File: config.mk
export PLATFORM = sky130hd
export DESIGN_NAME = rv32_mod_lsu_sequencer_flat
export DESIGN_NICKNAME = d
export VERILOG_FILES = /design/src/rtl/rv32_pkg.sv /design/src/rtl/rv32_mod_lsu_sequencer_if.sv /design/src/rtl/rv32_mod_lsu_align.sv /design/src/rtl/rv32_mod_lsu_sequencer.sv /design/src/flat_wrapper.sv
export SDC_FILE = /design/constraint.sdc
export NUM_CORES = 1
export LEC_CHECK = 0
export ABC_CLOCK_PERIOD_IN_PS = 7950
export BUFFER_PORTS_ARGS = -buffer_cell sky130_fd_sc_hd__buf_2
export CAP_MARGIN = 20
export CORE_MARGIN = 2
export CORE_UTILIZATION = 28
export CTS_CLUSTER_DIAMETER = 100
export DETAILED_ROUTE_END_ITERATION = 8
export PLACE_DENSITY = 0.59
export RECOVER_POWER = 25
export SYNTH_ARGS = -nofsm -noshare
export SYNTH_HDL_FRONTEND = slang
export SYNTH_HIERARCHICAL = 1
export SYNTH_SLANG_ARGS = --single-unit
export TNS_END_PERCENT = 30
File: constraint.sdc
create_clock -name clk -period 7.95 [get_ports clk]
set_clock_uncertainty 0.2 [all_clocks]
set_input_delay 0.795 -clock clk [delete_from_list [all_inputs] [get_ports clk]]
set_output_delay 0.795 -clock clk [all_outputs]
set_load 0.01 [all_outputs]
File: src/rtl/rv32_pkg.sv
// ---------------------------------------------------------------------------
// rv32_pkg
// Shared types for the rv32imc_ss load/store path.
//   lsu_width_e : access width encoding carried in req_type[1:0]
//   lsu_fault_e : retire status reported on the fault port
//   lsu_state_e : sequencer FSM states
//   REQ_*       : bit positions of the req_type fields
// ---------------------------------------------------------------------------
package rv32_pkg;

   typedef enum logic [1:0] {
      B = 2'd0,
      H = 2'd1,
      W = 2'd2
   } lsu_width_e;

   typedef enum logic [1:0] {
      NONE     = 2'd0,
      MISALIGN = 2'd1,
      BUS_ERR  = 2'd2,
      TIMEOUT  = 2'd3
   } lsu_fault_e;

   typedef enum logic [1:0] {
      ST_IDLE   = 2'd0,
      ST_ISSUE  = 2'd1,
      ST_WAIT   = 2'd2,
      ST_RETIRE = 2'd3
   } lsu_state_e;

   localparam int unsigned REQ_WIDTH_LSB = 0;
   localparam int unsigned REQ_WIDTH_MSB = 1;
   localparam int unsigned REQ_ZEXT_BIT  = 2;

endpackage

File: src/rtl/rv32_mod_lsu_sequencer_if.sv
// ---------------------------------------------------------------------------
// rv32_mod_lsu_sequencer_if
// Single-outstanding request/ack data bus between the LSU sequencer and the
// data-memory port.
//   bus_req/bus_we/bus_addr/bus_be/bus_wdata : request, driven by the master
//   bus_ack/bus_err/bus_rdata                : response, driven by the slave
// ---------------------------------------------------------------------------
interface rv32_mod_lsu_sequencer_if;

   logic        bus_req;
   logic        bus_we;
   logic [31:0] bus_addr;
   logic [3:0]  bus_be;
   logic [31:0] bus_wdata;
   logic        bus_ack;
   logic        bus_err;
   logic [31:0] bus_rdata;

   modport master (
      output bus_req, bus_we, bus_addr, bus_be, bus_wdata,
      input  bus_ack, bus_err, bus_rdata
   );

   modport slave (
      input  bus_req, bus_we, bus_addr, bus_be, bus_wdata,
      output bus_ack, bus_err, bus_rdata
   );

endinterface

File: src/rtl/rv32_mod_lsu_align.sv
// ---------------------------------------------------------------------------
// rv32_mod_lsu_align
// Purely combinational byte-lane logic for the LSU.
//   st_off/st_width/st_data -> st_be, st_wdata, st_misalign
//       lane enables and replicated write data for a new request
//   ld_off/ld_width/ld_zext/ld_rdata -> ld_data
//       shift the read word down to the addressed byte and extend it
// ---------------------------------------------------------------------------
module rv32_mod_lsu_align
   import rv32_pkg::*;
(
   input  logic [1:0]  st_off,
   input  logic [1:0]  st_width,
   input  logic [31:0] st_data,
   output logic [3:0]  st_be,
   output logic [31:0] st_wdata,
   output logic        st_misalign,
   input  logic [1:0]  ld_off,
   input  logic [1:0]  ld_width,
   input  logic        ld_zext,
   input  logic [31:0] ld_rdata,
   output logic [31:0] ld_data
);

   logic [31:0] ld_shift_s;

   // Request lanes: enables follow the offset, data is replicated so every
   // enabled lane already carries the right byte.
   always_comb begin
      st_be       = 4'b0000;
      st_wdata    = st_data;
      st_misalign = 1'b0;
      case (st_width)
         B: begin
            st_be       = 4'b0001 << st_off;
            st_wdata    = {4{st_data[7:0]}};
            st_misalign = 1'b0;
         end
         H: begin
            st_be       = 4'b0011 << st_off;
            st_wdata    = {2{st_data[15:0]}};
            st_misalign = st_off[0];
         end
         W: begin
            st_be       = 4'b1111;
            st_wdata    = st_data;
            st_misalign = (st_off != 2'b00);
         end
         default: begin
            // width 3 is illegal; treat as a misaligned access so no bus cycle runs
            st_be       = 4'b0000;
            st_wdata    = st_data;
            st_misalign = 1'b1;
         end
      endcase
   end

   assign ld_shift_s = ld_rdata >> {ld_off, 3'b000};

   // Load extraction: take the low 8/16/32 bits of the shifted word and extend.
   always_comb begin
      ld_data = 32'h0000_0000;
      case (ld_width)
         B: begin
            if (ld_zext) ld_data = {24'h00_0000, ld_shift_s[7:0]};
            else         ld_data = {{24{ld_shift_s[7]}}, ld_shift_s[7:0]};
         end
         H: begin
            if (ld_zext) ld_data = {16'h0000, ld_shift_s[15:0]};
            else         ld_data = {{16{ld_shift_s[15]}}, ld_shift_s[15:0]};
         end
         W:       ld_data = ld_shift_s;
         default: ld_data = 32'h0000_0000;
      endcase
   end

endmodule

File: src/rtl/rv32_mod_lsu_sequencer.sv
// ---------------------------------------------------------------------------
// rv32_mod_lsu_sequencer
// Multi-cycle load/store sequencer: computes EA = base + immediate, runs one
// request on the data bus, extends load data and stalls the core until retire.
//   clk, rst                    : clock, synchronous active-high reset
//   start, is_store, req_type   : op launch (only honoured in IDLE)
//   base, immediate, store_data : rs1, offset, rs2
//   stall, done, fault          : core handshake; fault valid with done
//   load_data                   : extended load result, held between loads
//   bus                         : request/ack data-memory port (master side)
// TIMEOUT_CYCLES bounds the wait for bus_ack; 0 disables the watchdog.
// ---------------------------------------------------------------------------
module rv32_mod_lsu_sequencer
   import rv32_pkg::*;
#(
   parameter int unsigned TIMEOUT_CYCLES = 256
)
(
   input  logic        clk,
   input  logic        rst,
   input  logic        start,
   input  logic        is_store,
   input  logic [3:0]  req_type,
   input  logic [31:0] base,
   input  logic [31:0] immediate,
   input  logic [31:0] store_data,
   output logic        stall,
   output logic        done,
   output logic [1:0]  fault,
   output logic [31:0] load_data,
   rv32_mod_lsu_sequencer_if.master bus
);

   lsu_state_e  state_r, state_s;
   lsu_fault_e  fault_r, fault_s;

   logic        is_store_r;
   logic [1:0]  width_r;
   logic        zext_r;
   logic [1:0]  off_r;
   logic [31:0] addr_r;
   logic [3:0]  be_r;
   logic [31:0] wdata_r;
   logic        we_r;
   logic [31:0] timer_r;
   logic [31:0] load_data_r;

   logic [31:0] ea_s;
   logic [1:0]  width_s;
   logic [3:0]  lane_be_s;
   logic [31:0] lane_wdata_s;
   logic        misalign_s;
   logic [31:0] load_ext_s;
   logic        timeout_s;
   logic        stall_s;
   logic        done_s;
   logic        bus_req_s;
   logic        unused_s;

   // Plain modulo-2^32 add: EA wraps with no overflow indication.
   assign ea_s     = base + immediate;
   assign width_s  = req_type[REQ_WIDTH_MSB:REQ_WIDTH_LSB];
   assign unused_s = req_type[3];

   // Watchdog fires on the last permitted WAIT cycle; an ack in that same
   // cycle is checked first in the FSM and therefore wins.
   assign timeout_s = (TIMEOUT_CYCLES != 32'd0) &&
                      (timer_r == (TIMEOUT_CYCLES - 32'd1));

   rv32_mod_lsu_align u_align (
      .st_off      (ea_s[1:0]),
      .st_width    (width_s),
      .st_data     (store_data),
      .st_be       (lane_be_s),
      .st_wdata    (lane_wdata_s),
      .st_misalign (misalign_s),
      .ld_off      (off_r),
      .ld_width    (width_r),
      .ld_zext     (zext_r),
      .ld_rdata    (bus.bus_rdata),
      .ld_data     (load_ext_s)
   );

   // FSM state register
   always_ff @(posedge clk) begin
      if (rst) state_r <= ST_IDLE;
      else     state_r <= state_s;
   end

   // FSM next-state logic
   always_comb begin
      state_s = state_r;
      case (state_r)
         ST_IDLE: begin
            if (start) state_s = misalign_s ? ST_RETIRE : ST_ISSUE;
            else       state_s = ST_IDLE;
         end
         ST_ISSUE: state_s = ST_WAIT;
         ST_WAIT: begin
            if (bus.bus_ack)    state_s = ST_RETIRE;
            else if (timeout_s) state_s = ST_RETIRE;
            else                state_s = ST_WAIT;
         end
         ST_RETIRE: state_s = ST_IDLE;
         default:   state_s = ST_IDLE;
      endcase
   end

   // FSM outputs: stall covers the start cycle combinationally through retire
   always_comb begin
      stall_s   = 1'b0;
      done_s    = 1'b0;
      fault_s   = NONE;
      bus_req_s = 1'b0;
      case (state_r)
         ST_IDLE: begin
            if (start) stall_s = 1'b1;
            else       stall_s = 1'b0;
         end
         ST_ISSUE, ST_WAIT: begin
            stall_s   = 1'b1;
            bus_req_s = 1'b1;
         end
         ST_RETIRE: begin
            stall_s = 1'b1;
            done_s  = 1'b1;
            fault_s = fault_r;
         end
         default: begin
            stall_s   = 1'b0;
            done_s    = 1'b0;
            fault_s   = NONE;
            bus_req_s = 1'b0;
         end
      endcase
   end

   // Op latches, bus request registers, wait timer and load result
   always_ff @(posedge clk) begin
      if (rst) begin
         fault_r     <= NONE;
         is_store_r  <= 1'b0;
         width_r     <= 2'b00;
         zext_r      <= 1'b0;
         off_r       <= 2'b00;
         addr_r      <= 32'h0000_0000;
         be_r        <= 4'b0000;
         wdata_r     <= 32'h0000_0000;
         we_r        <= 1'b0;
         timer_r     <= 32'h0000_0000;
         load_data_r <= 32'h0000_0000;
      end else begin
         case (state_r)
            ST_IDLE: begin
               if (start) begin
                  is_store_r <= is_store;
                  width_r    <= width_s;
                  zext_r     <= req_type[REQ_ZEXT_BIT];
                  off_r      <= ea_s[1:0];
                  timer_r    <= 32'h0000_0000;
                  if (misalign_s) begin
                     fault_r <= MISALIGN;
                     // a faulted load never returns stale data
                     if (!is_store) load_data_r <= 32'h0000_0000;
                  end else begin
                     fault_r <= NONE;
                     addr_r  <= {ea_s[31:2], 2'b00};
                     be_r    <= lane_be_s;
                     wdata_r <= lane_wdata_s;
                     we_r    <= is_store;
                  end
               end
            end
            ST_WAIT: begin
               if (bus.bus_ack) begin
                  if (bus.bus_err) begin
                     fault_r <= BUS_ERR;
                     if (!is_store_r) load_data_r <= 32'h0000_0000;
                  end else begin
                     fault_r <= NONE;
                     if (!is_store_r) load_data_r <= load_ext_s;
                  end
               end else if (timeout_s) begin
                  fault_r <= TIMEOUT;
                  if (!is_store_r) load_data_r <= 32'h0000_0000;
               end else begin
                  timer_r <= timer_r + 32'd1;
               end
            end
            default: begin
               timer_r <= timer_r;
            end
         endcase
      end
   end

   assign stall         = stall_s;
   assign done          = done_s;
   assign fault         = fault_s;
   assign load_data     = load_data_r;
   assign bus.bus_req   = bus_req_s;
   assign bus.bus_we    = we_r;
   assign bus.bus_addr  = addr_r;
   assign bus.bus_be    = be_r;
   assign bus.bus_wdata = wdata_r;

endmodule

File: src/flat_wrapper.sv
// flat-port wrapper written by rule: the top's interface ports become plain ports
module rv32_mod_lsu_sequencer_flat import rv32_pkg::*;
#(
   parameter int unsigned TIMEOUT_CYCLES = 256
)
  (clk, rst, start, is_store, req_type, base, immediate, store_data, stall, done, fault, load_data, bus_bus_req, bus_bus_we, bus_bus_addr, bus_bus_be, bus_bus_wdata, bus_bus_ack, bus_bus_err, bus_bus_rdata);
  rv32_mod_lsu_sequencer_if bus_i ();
  input  logic clk;
  input  logic rst;
  input  logic start;
  input  logic is_store;
  input  logic [3:0] req_type;
  input  logic [31:0] base;
  input  logic [31:0] immediate;
  input  logic [31:0] store_data;
  output logic stall;
  output logic done;
  output logic [1:0] fault;
  output logic [31:0] load_data;
  output wire logic [$bits(bus_i.bus_req)-1:0] bus_bus_req;
  output wire logic [$bits(bus_i.bus_we)-1:0] bus_bus_we;
  output wire logic [$bits(bus_i.bus_addr)-1:0] bus_bus_addr;
  output wire logic [$bits(bus_i.bus_be)-1:0] bus_bus_be;
  output wire logic [$bits(bus_i.bus_wdata)-1:0] bus_bus_wdata;
  input wire logic [$bits(bus_i.bus_ack)-1:0] bus_bus_ack;
  input wire logic [$bits(bus_i.bus_err)-1:0] bus_bus_err;
  input wire logic [$bits(bus_i.bus_rdata)-1:0] bus_bus_rdata;
  assign bus_bus_req = bus_i.bus_req;
  assign bus_bus_we = bus_i.bus_we;
  assign bus_bus_addr = bus_i.bus_addr;
  assign bus_bus_be = bus_i.bus_be;
  assign bus_bus_wdata = bus_i.bus_wdata;
  assign bus_i.bus_ack = bus_bus_ack;
  assign bus_i.bus_err = bus_bus_err;
  assign bus_i.bus_rdata = bus_bus_rdata;
  rv32_mod_lsu_sequencer #(.TIMEOUT_CYCLES(TIMEOUT_CYCLES)) u_core (.clk(clk), .rst(rst), .start(start), .is_store(is_store), .req_type(req_type), .base(base), .immediate(immediate), .store_data(store_data), .stall(stall), .done(done), .fault(fault), .load_data(load_data), .bus(bus_i));
endmodule
After elaboration in Yosys (flattened, before gate mapping) --
Cells that the tools add are included.
Operators by class: $add $sub $neg 2, multipliers 0, div/mod/pow operators 0, $lt $le $gt $ge 0, equal/unequal tests 15, shift-type cells 3, multiplexer cells 35, bitwise operators 1, reductions and logical operators 12
Operators with widths (number):
- two-way mux 32 bit | 13
- one-hot mux 32 bit (2 select lines) | 3
- one-hot mux 32 bit (3 select lines) | 1
- adder 32 x 1 -> 32 bit (second input constant) | 1
- adder 32 bit | 1
- == test 32 x 8 -> 1 bit (second input constant) | 1
- >> shifter 32 x 5 -> 32 bit | 1
- two-way mux 2 bit | 8
- one-hot mux 4 bit (3 select lines) | 1
- == test 2 bit (second input constant) | 4
- inequality test 2 bit (second input constant) | 4
- one-hot mux 2 bit (4 select lines) | 1
- == test 2 x 1 -> 1 bit (second input constant) | 3
- zero test 2 bit | 3
- AND reduction 3 bit | 2
- AND reduction 6 bit | 1
- two-way mux 1 bit | 5
- inequality test 4 bit (second input constant) | 1
- one-hot mux 2 bit (2 select lines) | 1
- AND reduction 4 bit | 1
- nonzero test 2 bit | 2
- << shifter 1 x 2 -> 4 bit (first input constant) | 1
- << shifter 2 x 2 -> 4 bit (first input constant) | 1
- inequality test 3 x 2 -> 1 bit (second input constant) | 1
- other kinds (7) | 7
Word-level totals: flip-flop bits (word level) 141, bits in latches 0, bits in writable memories 0, bits in read-only memories 0, input port bits 138, output and inout bits 106, word-level logic and storage cells 80, memories kept 0

Logic depth before layout (Yosys ltp) --
depth in word-level cells 7, mapped depth 12, gate-level depth less buffers 11

Hierarchy --
The synthesis kept the hierarchy.
Modules (own cells, without submodules):
- rv32_mod_lsu_sequencer | instances 1, cells an instance 871, area an instance 7060.5 µm², seq. area each 2822.7 µm²
- rv32_mod_lsu_align | instances 1, cells an instance 172, area an instance 1306.3 µm², seq. area each 0.0 µm²

Worst setup path after synthesis --
Ideal clock, no wire load.
path type input to register, start point input base[8], end point register u_core.addr_r[29], in the netlist u_core/bus.bus_addr[29], setup time 0.069 ns, arrival 3.037 ns, data required time 7.681 ns, path slack 4.644 ns, cell stages on the path 9, path buffers 1, cells stage by stage ha_1 > clkbuf_1 > nand2_1 > o31a_1 > o2111a_1 > or2_4 > or3_4 > a311o_1 > o21ai_1
Between the ends: word-level cells in the longest chain between the ends 1
Ends and longest elaborated chain:
- from (decl) | line flat_wrapper.sv:13 | input logic [31:0] base;
- adder 32 bit | line rv32_mod_lsu_sequencer.sv:61 | assign ea_s = base + immediate;
- to (signal assigned) | line rv32_mod_lsu_sequencer.sv:167 | addr_r <= {ea_s[31:2], 2'b00};
- to (decl) | line rv32_mod_lsu_sequencer.sv:41 | logic [31:0] addr_r;
Every way passes these cells. A chain may end at the register's enable or synchronous reset.

==> impl_metrics.env <==
export IMPL_post_cts_setup_buffers=0
export IMPL_period_needed_ns=4.51
export IMPL_cp_buffers_inverters=2
export IMPL_fin_setup_tns_ns=0
export IMPL_rsz0062_at_grt="false"
export IMPL_grtUsageMet2=0.267
export IMPL_cpMaxStageDelayCell="clkbuf_1"
export IMPL_violations="capacitance limit, slew limit"
export IMPL_synthFlopType="dfxtp_1"
export IMPL_cp_max_fo=77
export IMPL_hold_end="u_core/bus.bus_wdata[25]"
export IMPL_ys_seq_area_frac=0.337
export IMPL_antenna_found_initial=0
export IMPL_nNetsFinal=1412
export IMPL_viasPerCell=4.94
export IMPL_vias=8106
export IMPL_die_area_um2=31300
export IMPL_htreeDepth=4
export IMPL_synth_largest_area_cell="dfxtp_1"
export IMPL_irDropWorstVdd_uv=128
export IMPL_port_buffers=240
export IMPL_synth_top_area_share=0.337
export IMPL_layout_drive_gt1_share=0.208
export IMPL_cpPeakStageDelay_ns=2.76
export IMPL_grt_pass1_wl_um=40300
export IMPL_outcome="complete, but fails checks"
export IMPL_leakage_uw=0.00422
export IMPL_cp_common_cell="clkbuf_1"
export IMPL_grt_util_all_layers=0.161
export IMPL_synth_warnings=6
export IMPL_rr_worst_depth=5
export IMPL_drcViolationCount=0
export IMPL_post_cts_resized=0
export IMPL_cts_buffers=17
export IMPL_final_util=0.351
export IMPL_cts_root_buf="clkbuf_16"
export IMPL_p_per_area_nw_per_um2=201
export IMPL_dpl_hpwl_um=18700
export IMPL_synthTopCellsByArea="dfxtp_1 (34%), nand2_1 (7.6%), a21oi_1 (5.7%)"
export IMPL_startpoint_type="input pin"
export IMPL_fin_crit_sh=0.567
export IMPL_dr_pass1_iters=5
export IMPL_ys_async_sr_fraction=0
export IMPL_cts_tree="yes"
export IMPL_syn_area_per_cell_um2=8.02
export IMPL_initial_core_util=0.283
export IMPL_critPathKind="in -> reg"
export IMPL_worstMarginPinSlew_ns=3.90
export IMPL_rows=63
export IMPL_die_w_um=177
export IMPL_route_antenna_remaining_nets=0
export IMPL_rr_startpoint="u_core/off_r[1]"
export IMPL_crit_family="buffers and inverters"
export IMPL_gr_usage_met3=0.0288
export IMPL_finalHoldViolations=0
export IMPL_reg2reg_slack_ns=4.98
export IMPL_wire_per_inst_um=15.6
export IMPL_fp_dieH_um=177
export IMPL_cts_sinks=141
export IMPL_relSlewSlack=-1.60
export IMPL_synthCells=1043
export IMPL_slew_viol_final=78
export IMPL_drtIter0Drc=429
export IMPL_critPathRequiredTime_ns=8.05
export IMPL_multiInputGateArea_um2=5080
export IMPL_synth_common_cells="nand2_1 (170), dfxtp_1 (141), a21oi_1 (96)"
export IMPL_grt_max_degree=78
export IMPL_ys_ff_latch=141
export IMPL_drt_total_wl_um=25700
export IMPL_synth_edff_count=0
export IMPL_path_clk_slew_ns=0.07
export IMPL_synth_most_common_cell="nand2_1"
export IMPL_max_freq_mhz=222
export IMPL_holdBufCountCts=0
export IMPL_endpoint_kind="register"
export IMPL_clk_path_buf_depth=2
export IMPL_core_um2=29600
export IMPL_cp_data_arrival_time_ns=4.60
export IMPL_synthesis_area_um2=8370
export IMPL_n_fill_cell=3145
export IMPL_cap_violations=1
export IMPL_final_seq_area_um2=2820
export IMPL_setup_viol=0
export IMPL_layout_area_overhead_vs_synth_pct=23.9
export IMPL_top_usage_layer="met2"
export IMPL_overflow=0
export IMPL_grt_util_met1=0.212
export IMPL_min_path_type="reg -> reg"
export IMPL_r2r_end="u_core/load_data[27]"
export IMPL_min_delay_start="u_core/bus.bus_wdata[25]"
export IMPL_gp_congestion=0.849
export IMPL_synth_distinct_cells=71
export IMPL_cp_cell_sequence="clkbuf_1 -> clkbuf_1 -> a2111oi_0 -> a311o_1"
export IMPL_clk_latency_ns=0.41
export IMPL_ios=244
export IMPL_hold_path_depth=2
export IMPL_grt_pass1_vias=7680
-- worst max path at each step --
| stage | startpoint | endpoint | slack, ns | cells past startpoint |
|---|---|---|---|---|
| finish | rst | u_core/bus.bus_addr[24] | 3.44 | 4 |
| global route | rst | u_core/bus.bus_addr[24] | 3.08 | 4 |
| CTS | base[0] | u_core/bus.bus_addr[31] | 4.27 | 12 |
| detailed placement | base[0] | u_core/bus.bus_addr[31] | 3.82 | 12 |
| global placement | base[0] | u_core/bus.bus_addr[31] | 3.83 | 12 |
| floorplan | base[8] | u_core/bus.bus_addr[29] | 4.64 | 9 |
-- cell usage in the layout (no fill, tap or decap), types with 9 or more instances in the layout --
cell type,instances
xnor2_1,29
nand2_1,170
mux2_2,18
ha_1,36
a21oi_1,95
dfxtp_1,141
a22o_1,32
nand3_1,32
or3_1,12
o21ai_0,46
clkbuf_16,17
xor2_1,21
a211oi_1,22
buf_2,184
mux2i_1,29
nand4_1,10
a31oi_1,9
clkbuf_1,57
a21o_1,11
nor3_1,15
nor2b_1,12
nor2_1,67
and3_1,15
inv_1,28
-- flip-flops by register name, indices dropped and copies added (netlist names) --
register,count
u_core/bus.bus_wdata,32
u_core/load_data,32
u_core/timer_r,32
u_core/bus.bus_addr,30
u_core/bus.bus_be,4
u_core/fault_r,2
u_core/off_r,2
u_core/state_r,2
u_core/width_r,2
u_core/bus.bus_we,1
u_core/is_store_r,1
u_core/zext_r,1
-- logic make-up after synthesis --
logic type	Yosys count	share of synthesized area
other cells	1	0.000448
compound gates	286	0.224
xor+xnor	50	0.0523
fa+ha+maj	37	0.0562
simple gates	375	0.208
flops	141	0.337
buf+inv	104	0.0579
mux	49	0.0643
-- routing by layer --
layer  vias up  share of wire
met1      3759           0.47
met5         -              0
li1       4093              -
met3        24          0.049
met4         0          0.018
met2       230           0.46
-- area by class of cell --
cell class / instances / area share
Tap cell: 390 / 0.0471
Multi-Input combinational cell: 799 / 0.490
Inverter: 28 / 0.0101
Clock buffer: 18 / 0.0424
Antenna cell: 1 / 0.000241
Timing Repair Buffer: 250 / 0.118
Sequential cell: 141 / 0.272
Clock inverter: 13 / 0.0199
-- worst min-delay path: cells and delay by family, from the launching register on --
family,cells,cell delay (ns)
flip-flops,1,0.31
AND/OR/NAND/NOR,1,0.05
AO/OA/AOI/OAI,1,0.05
-- power breakdown --
group / internal (µW) / switching (µW)
registers: 737 / 19.7
logic: 176 / 268
clock network: 541 / 345
total: 1450 / 632
-- metrics by stage --
step	hold WS (ns)	total power, µW	setup slack, ns	instances	area [µm²]
3_3_place_gp	0.240	1220	3.83	1607	9770
6_report	0.252	2090	3.44	1640	10400
3_5_place_dp	0.243	1220	3.82	1608	9790
4_1_cts	0.252	2120	4.27	1639	10400
5_1_grt	0.268	2190	3.08	1639	10400
2_1_floorplan	0.244	1080	4.64	1044	8370
(Power assumes the default switching activity.)
